[config.mk]
export PLATFORM = sky130hd
export DESIGN_NAME = mci_ctrl_fsm
export DESIGN_NICKNAME = d
export VERILOG_FILES = /design/src/rtl/mci_ctrl_pkg.sv /design/src/rtl/mci_ctrl_decode.sv /design/src/rtl/mci_ctrl_fsm.sv
export SDC_FILE = /design/constraint.sdc
export NUM_CORES = 1
export LEC_CHECK = 0
export BUFFER_PORTS_ARGS = -buffer_cell sky130_fd_sc_hd__buf_2
export CAP_MARGIN = 10
export CORE_AREA = 4 4 41 43
export CTS_CLUSTER_DIAMETER = 100
export DETAILED_ROUTE_END_ITERATION = 8
export DIE_AREA = 0 0 45 47
export PLACE_DENSITY = 0.65
export SLEW_MARGIN = 20
export SYNTH_ARGS = -nofsm -noshare
export SYNTH_HDL_FRONTEND = slang
export SYNTH_SLANG_ARGS = --single-unit
[constraint.sdc]
create_clock -name clk -period 2.17 [get_ports clk]
set_input_delay 0.434 -clock clk [delete_from_list [all_inputs] [get_ports clk]]
set_output_delay 0.434 -clock clk [all_outputs]
set_load 0.1 [all_outputs]
[src/rtl/mci_ctrl_pkg.sv]
// Shared encodings for the MCI multi-cycle control unit: states, opcodes,
// mux-select codes and the decoded control vector.
package mci_ctrl_pkg;

  localparam int OPC_W = 6;
  localparam int ST_W  = 4;

  typedef enum logic [ST_W-1:0] {
    S_FETCH   = 4'd0,
    S_DECODE  = 4'd1,
    S_EXEC_R  = 4'd2,
    S_WB_R    = 4'd3,
    S_BEQ     = 4'd4,
    S_ADDR    = 4'd5,
    S_MEM_RD  = 4'd6,
    S_MEM_WR  = 4'd7,
    S_WB_MEM  = 4'd8,
    S_JUMP    = 4'd9,
    S_ILLEGAL = 4'd10
  } state_e;

  localparam logic [OPC_W-1:0] OP_RTYPE = 6'b000000;
  localparam logic [OPC_W-1:0] OP_BEQ   = 6'b000100;
  localparam logic [OPC_W-1:0] OP_LW    = 6'b100011;
  localparam logic [OPC_W-1:0] OP_SW    = 6'b101011;
  localparam logic [OPC_W-1:0] OP_J     = 6'b000010;

  localparam logic [1:0] ALU_OP_ADD   = 2'b00;
  localparam logic [1:0] ALU_OP_SUB   = 2'b01;
  localparam logic [1:0] ALU_OP_FUNCT = 2'b10;

  localparam logic [1:0] SRC_B_REG    = 2'b00;
  localparam logic [1:0] SRC_B_ONE    = 2'b01;
  localparam logic [1:0] SRC_B_IMM    = 2'b10;
  localparam logic [1:0] SRC_B_IMM_BR = 2'b11;

  localparam logic [1:0] PC_SRC_ALU    = 2'b00;
  localparam logic [1:0] PC_SRC_ALUOUT = 2'b01;
  localparam logic [1:0] PC_SRC_JUMP   = 2'b10;

  typedef struct packed {
    logic       pc_write;
    logic       pc_write_cond;
    logic       ir_write;
    logic       iord;
    logic       mem_read;
    logic       mem_write;
    logic       reg_write;
    logic       reg_dst;
    logic       mem_to_reg;
    logic       alu_src_a;
    logic [1:0] alu_src_b;
    logic [1:0] alu_op;
    logic [1:0] pc_source;
    logic       illegal_op;
  } ctrl_t;

endpackage

[src/rtl/mci_ctrl_decode.sv]
// Pure Moore decode: maps the current state onto the datapath control vector.
// Unused state encodings decode to all-zero controls.
module mci_ctrl_decode
  import mci_ctrl_pkg::*;
(
  input  logic [ST_W-1:0] state_i,
  output ctrl_t           ctrl_o
);

  always_comb begin
    ctrl_o = '0;
    case (state_i)
      S_FETCH: begin
        ctrl_o.ir_write  = 1'b1;
        ctrl_o.alu_src_b = SRC_B_ONE;
        ctrl_o.alu_op    = ALU_OP_ADD;
        ctrl_o.pc_source = PC_SRC_ALU;
        ctrl_o.pc_write  = 1'b1;
      end
      S_DECODE: begin
        ctrl_o.alu_src_b = SRC_B_IMM_BR;
        ctrl_o.alu_op    = ALU_OP_ADD;
      end
      S_EXEC_R: begin
        ctrl_o.alu_src_a = 1'b1;
        ctrl_o.alu_src_b = SRC_B_REG;
        ctrl_o.alu_op    = ALU_OP_FUNCT;
      end
      S_WB_R: begin
        ctrl_o.reg_write = 1'b1;
        ctrl_o.reg_dst   = 1'b1;
      end
      S_BEQ: begin
        ctrl_o.alu_src_a     = 1'b1;
        ctrl_o.alu_src_b     = SRC_B_REG;
        ctrl_o.alu_op        = ALU_OP_SUB;
        ctrl_o.pc_source     = PC_SRC_ALUOUT;
        ctrl_o.pc_write_cond = 1'b1;
      end
      S_ADDR: begin
        ctrl_o.alu_src_a = 1'b1;
        ctrl_o.alu_src_b = SRC_B_IMM;
        ctrl_o.alu_op    = ALU_OP_ADD;
      end
      S_MEM_RD: begin
        ctrl_o.mem_read = 1'b1;
        ctrl_o.iord     = 1'b1;
      end
      S_MEM_WR: begin
        ctrl_o.mem_write = 1'b1;
        ctrl_o.iord      = 1'b1;
      end
      S_WB_MEM: begin
        ctrl_o.reg_write  = 1'b1;
        ctrl_o.mem_to_reg = 1'b1;
      end
      S_JUMP: begin
        ctrl_o.pc_source = PC_SRC_JUMP;
        ctrl_o.pc_write  = 1'b1;
      end
      S_ILLEGAL: ctrl_o.illegal_op = 1'b1;
      default: ;
    endcase
  end

endmodule

[src/rtl/mci_ctrl_fsm.sv]
// MCI multi-cycle control unit: state register, next-state logic, pc_en gating.
// Optional MCI_PERF_CNT_EN adds free-running cycle and instruction counters.
module mci_ctrl_fsm
  import mci_ctrl_pkg::*;
(
  input  logic             clk,
  input  logic             rst,
  input  logic [OPC_W-1:0] opcode,
  input  logic             zero,
  input  logic             mem_ready,
  output logic             pc_en,
  output logic             ir_write,
  output logic             iord,
  output logic             mem_read,
  output logic             mem_write,
  output logic             reg_write,
  output logic             reg_dst,
  output logic             mem_to_reg,
  output logic             alu_src_a,
  output logic [1:0]       alu_src_b,
  output logic [1:0]       alu_op,
  output logic [1:0]       pc_source,
  output logic             illegal_op,
  output logic [ST_W-1:0]  state_o
`ifdef MCI_PERF_CNT_EN
  ,
  output logic [31:0]      cycle_cnt,
  output logic [31:0]      instr_cnt
`endif
);

  state_e state_q, state_d;
  ctrl_t  ctrl;

  always_ff @(posedge clk) begin
    if (rst) state_q <= S_FETCH;
    else     state_q <= state_d;
  end

  always_comb begin
    state_d = S_FETCH;
    case (state_q)
      S_FETCH:  state_d = S_DECODE;
      S_DECODE: begin
        case (opcode)
          OP_RTYPE:     state_d = S_EXEC_R;
          OP_BEQ:       state_d = S_BEQ;
          OP_LW, OP_SW: state_d = S_ADDR;
          OP_J:         state_d = S_JUMP;
          default:      state_d = S_ILLEGAL;
        endcase
      end
      S_EXEC_R: state_d = S_WB_R;
      S_ADDR:   state_d = (opcode == OP_LW) ? S_MEM_RD : S_MEM_WR;
      S_MEM_RD: state_d = mem_ready ? S_WB_MEM : S_MEM_RD;
      S_MEM_WR: state_d = mem_ready ? S_FETCH : S_MEM_WR;
      default:  state_d = S_FETCH;
    endcase
  end

  mci_ctrl_decode u_decode (
    .state_i (state_q),
    .ctrl_o  (ctrl)
  );

  // Reset forces every output low even before the first reset edge lands.
  assign pc_en      = ~rst & (ctrl.pc_write | (ctrl.pc_write_cond & zero));
  assign ir_write   = ~rst & ctrl.ir_write;
  assign iord       = ~rst & ctrl.iord;
  assign mem_read   = ~rst & ctrl.mem_read;
  assign mem_write  = ~rst & ctrl.mem_write;
  assign reg_write  = ~rst & ctrl.reg_write;
  assign reg_dst    = ~rst & ctrl.reg_dst;
  assign mem_to_reg = ~rst & ctrl.mem_to_reg;
  assign alu_src_a  = ~rst & ctrl.alu_src_a;
  assign alu_src_b  = rst ? 2'b00 : ctrl.alu_src_b;
  assign alu_op     = rst ? 2'b00 : ctrl.alu_op;
  assign pc_source  = rst ? 2'b00 : ctrl.pc_source;
  assign illegal_op = ~rst & ctrl.illegal_op;
  assign state_o    = rst ? '0 : state_q;

`ifdef MCI_PERF_CNT_EN
  logic [31:0] cycle_cnt_q, instr_cnt_q;

  always_ff @(posedge clk) begin
    if (rst) begin
      cycle_cnt_q <= '0;
      instr_cnt_q <= '0;
    end else begin
      cycle_cnt_q <= cycle_cnt_q + 32'd1;
      if (state_q == S_FETCH) instr_cnt_q <= instr_cnt_q + 32'd1;
    end
  end

  assign cycle_cnt = cycle_cnt_q;
  assign instr_cnt = instr_cnt_q;
`endif

endmodule
==> impl_results.md <==
- Routed wirelength normalized by instance count: approximately 14 µm
- Horiz. Die Dim: about 45 µm
- Total detailed-routing wirelength: about 1700 µm
- Worst Reg2Reg Path Length in Cells: 4
- Count of warnings emitted by yosys: 0
- Most frequent cell after synthesis: nor2_1
- I/O Buffers: 29
- Leakage power total: roughly 0.42 nW
- Core footprint: around 1300 µm²
- H-tree levels: 1
- Post-synth net total: 86
- Largest register FFs: 4
- DIE AREA: 2115 µm²
- Overall die height: around 47 µm
- Area of all sequential standard cells: between 80 and 90 µm²
- Worst EP required: about 1.7 ns
- Unique masters post-synth: 27
- Number of antenna violations at the first check in global routing: 0
- Source of the worst hold timing path: mem_ready
- Area overhead of the layout relative to synthesis: 139.9%
- F_max: around 480 MHz
- Number of vias per cell after detailed routing: approximately 5.4
- Grt ovf: 0
- Final-report hold violation count: 0
- End of the worst hold path: state_q[3]
- DRC: 0
- Leading post-synthesis cells by cell area: dfxtp_1, nor2_1, nor3_1, nand2b_1, nor2b_1
- Number of iterations in the first detailed-routing pass: 4
- Slowest library cell on the worst path: dfxtp_1
- Library cell used as clock root buffer: clkbuf_4
- Final antenna diode count: 0
- Initial core utilization: 35.67%
- Most common library cells after synthesis: nor2_1, nor3_1, nand2_1, clkbuf_1, nand2b_1
- Final worst path period share: between 90 and 100%
- Final Setup Violations: 0
- Share of layout cells above drive strength 1: a little under three fifths
- Registers with the highest flip-flop counts: state_q (4)
- Min-delay worst type: in -> reg
- Final-stage net count: 122
- Pre-CTS worst setup slack: 0.2420 ns
- Inserted Clock Buffers: 3
- Hold path depth: 3
- Element type at the critical path start: flop
- Setup repair after global routing missed its margin: false
- Buffer levels on the longest clock path: 2
- Outcome: complete, no violations
- Nature of the critical path endpoint: output pin
- Pin count of the biggest net entering global routing: 13
- WP data arrival: roughly 1.7 ns
- Clock slew at reported path FFs: about 0.030 ns
- Sequence of cells on the critical path: nand2b_2, nor2_1, and2_4, nor2b_4, buf_12
- Placement Cell Area: about 1100 µm²
- DPL Wire Length: 1461 µm
- Dominant synthesized flop cell: dfxtp_1
- Setup fix buffers added after clock tree synthesis: 0
- Worst-case vdd ir drop: roughly 0.7 mV
- Part of the total power dissipated in sequential elements: about 13%
- Sum of negative setup slack: 0 ns
- Fraction of the yosys area taken by sequential cells: between 10% and 20%
- Filler Cells Inserted: 83
- Launch point of the worst reg-to-reg path: state_q[1]
- Final RePlAce weighted congestion: between 0.8 and 0.9
- Post-Synthesis Mean Instance Area: between 6 and 7 µm²
- Total global-route track usage: approximately 17%
- Register bit total from synthesis: 4
- Iteration-0 DRC Markers: 22
- Count of nets left with antenna violations after detail routing: 0
- Post-synth design cell area: roughly 460 µm²
- Setup skew after layout: roughly 0.0056 ns
- Dominant cell type by area after synthesis: dfxtp_1
- Total area of multi-input combinational cells: just over 500 µm²
- Fin. max-slew vios: 0
- Normalized max-slew margin: 67.91%
- Vias: just under 700
- Clock sinks: 4
- Post-route standard cell area excluding fillers: roughly 1100 µm²
- Switch share: 59.41%
- Switching component of the power: approximately 0.82 mW
- Later-pin clock latency in the skew report: around 0.23 ns
- Number of standard-cell rows in the floorplan: 13
- Clock power frac: under 10%
- Register-to-Register Setup Slack: between 0.5 and 0.6 ns
- Maximum Capacitance Violations: 0
- Hold Worst Slack: between 0.4 and 0.5 ns
- Synth async-reset ratio: 0%
- Final period demand of the worst path: roughly 2.1 ns
- Fraction of synthesized cell area taken by the top area cell type: around 17%
- Transition time at the pin with the least slew margin: slightly below 0.5 ns
- Register containing the most flip-flops in the final layout: state_q
- Cell-internal power: ~0.56 mW
- First-pass GRT wire length: 2732 µm
- Critical path peak fanout: 12
- Worst R2R End: state_q[0]
- Fraction of power consumed by combinational cells: 80.7%
- Worst path max stage delay: about 0.56 ns
- Worst setup path category: reg -> out
- Final WS setup: roughly 0.074 ns
- Pwr per Cell Area: 1235 nW/µm²
- Syn Inst Count: 76
- Clock tree from TritonCTS: yes
- Total I/O pin count: 30
- Vias in the first global route: ~630
- Number of flops mapped to enable cells by yosys: 0
power by group through the flow:
stage | Clock, mW | Combinational (mW) | Sequential [mW]
CTS | 0.0973 | 1.12 | 0.172
floorplan | 0 | 0.792 | 0.123
detailed placement | 0 | 1.11 | 0.172
finish | 0.0905 | 1.11 | 0.175
global route | 0.101 | 1.16 | 0.181
global placement | 0 | 1.10 | 0.169
layout make-up:
| class | count | area share [%] |
|---|---|---|
| inverters | 2 | 0.6742 |
| clock buffers | 3 | 2.022 |
| well taps | 15 | 1.685 |
| repair buffers | 36 | 42.02 |
| multi-input cells | 65 | 46.29 |
| flip-flops and latches | 4 | 7.303 |
cells by family after synthesis:
kind of cell | count (synthesis) | share of synthesized area (%)
compound gates | 15 | 22.10
buf+inv | 7 | 5.659
flops | 4 | 17.25
simple gates | 50 | 54.99
per-layer routing:
layer	up-vias	track usage, %	wire, µm
met2	23	35.88	972
met1	313	18.85	659
met5	-	0	0
met3	0	0	64
li1	341	-	-
met4	0	5.263	0
critical path: cells and delay by family (launching register included):
family,cells,cell delay [ns]
simple gates,4,0.71
buf+inv,1,0.17
flops,1,0.56
layout by cell type (no fill, tap or decap), drive strengths merged:
master	instances
o21ai	2
o211ai	1
and2	2
buf	36
a211oi	1
nor3	8
or4	1
o32a	1
o31a	1
nor2b	4
nand2b	5
a31oi	2
and3	3
or3	1
or2	1
a2111oi	1
dfxtp	4
nand3b	1
inv	2
clkbuf	3
nand3	2
a21oi	4
nor2	13
nor4	3
a211o	2
nand2	6
worst max-delay path by stage:
stage,startpoint,end,slack [ns]
2_1_floorplan,state_q[3],mem_to_reg,-0.30
3_3_place_gp,rst,ir_write,0.29
3_5_place_dp,rst,ir_write,0.24
4_1_cts,state_q[0],reg_write,0.05
5_1_grt,state_q[3],mem_read,0.01
6_report,state_q[3],mem_read,0.07
per-stage QoR:
stage	power, mW	utilization (%)	std cells
2_1_floorplan	0.9144	-	76
3_3_place_gp	1.266	83.75	122
3_5_place_dp	1.287	83.75	122
4_1_cts	1.385	85.48	125
5_1_grt	1.437	85.58	125
6_report	1.376	85.58	125
what timing repair did:
action	CTS	global route
gates resized for setup	0	1
setup endpoints to repair	0	2
hold buffers	0	0
No activity file was read; power rests on OpenSTA's default activity.
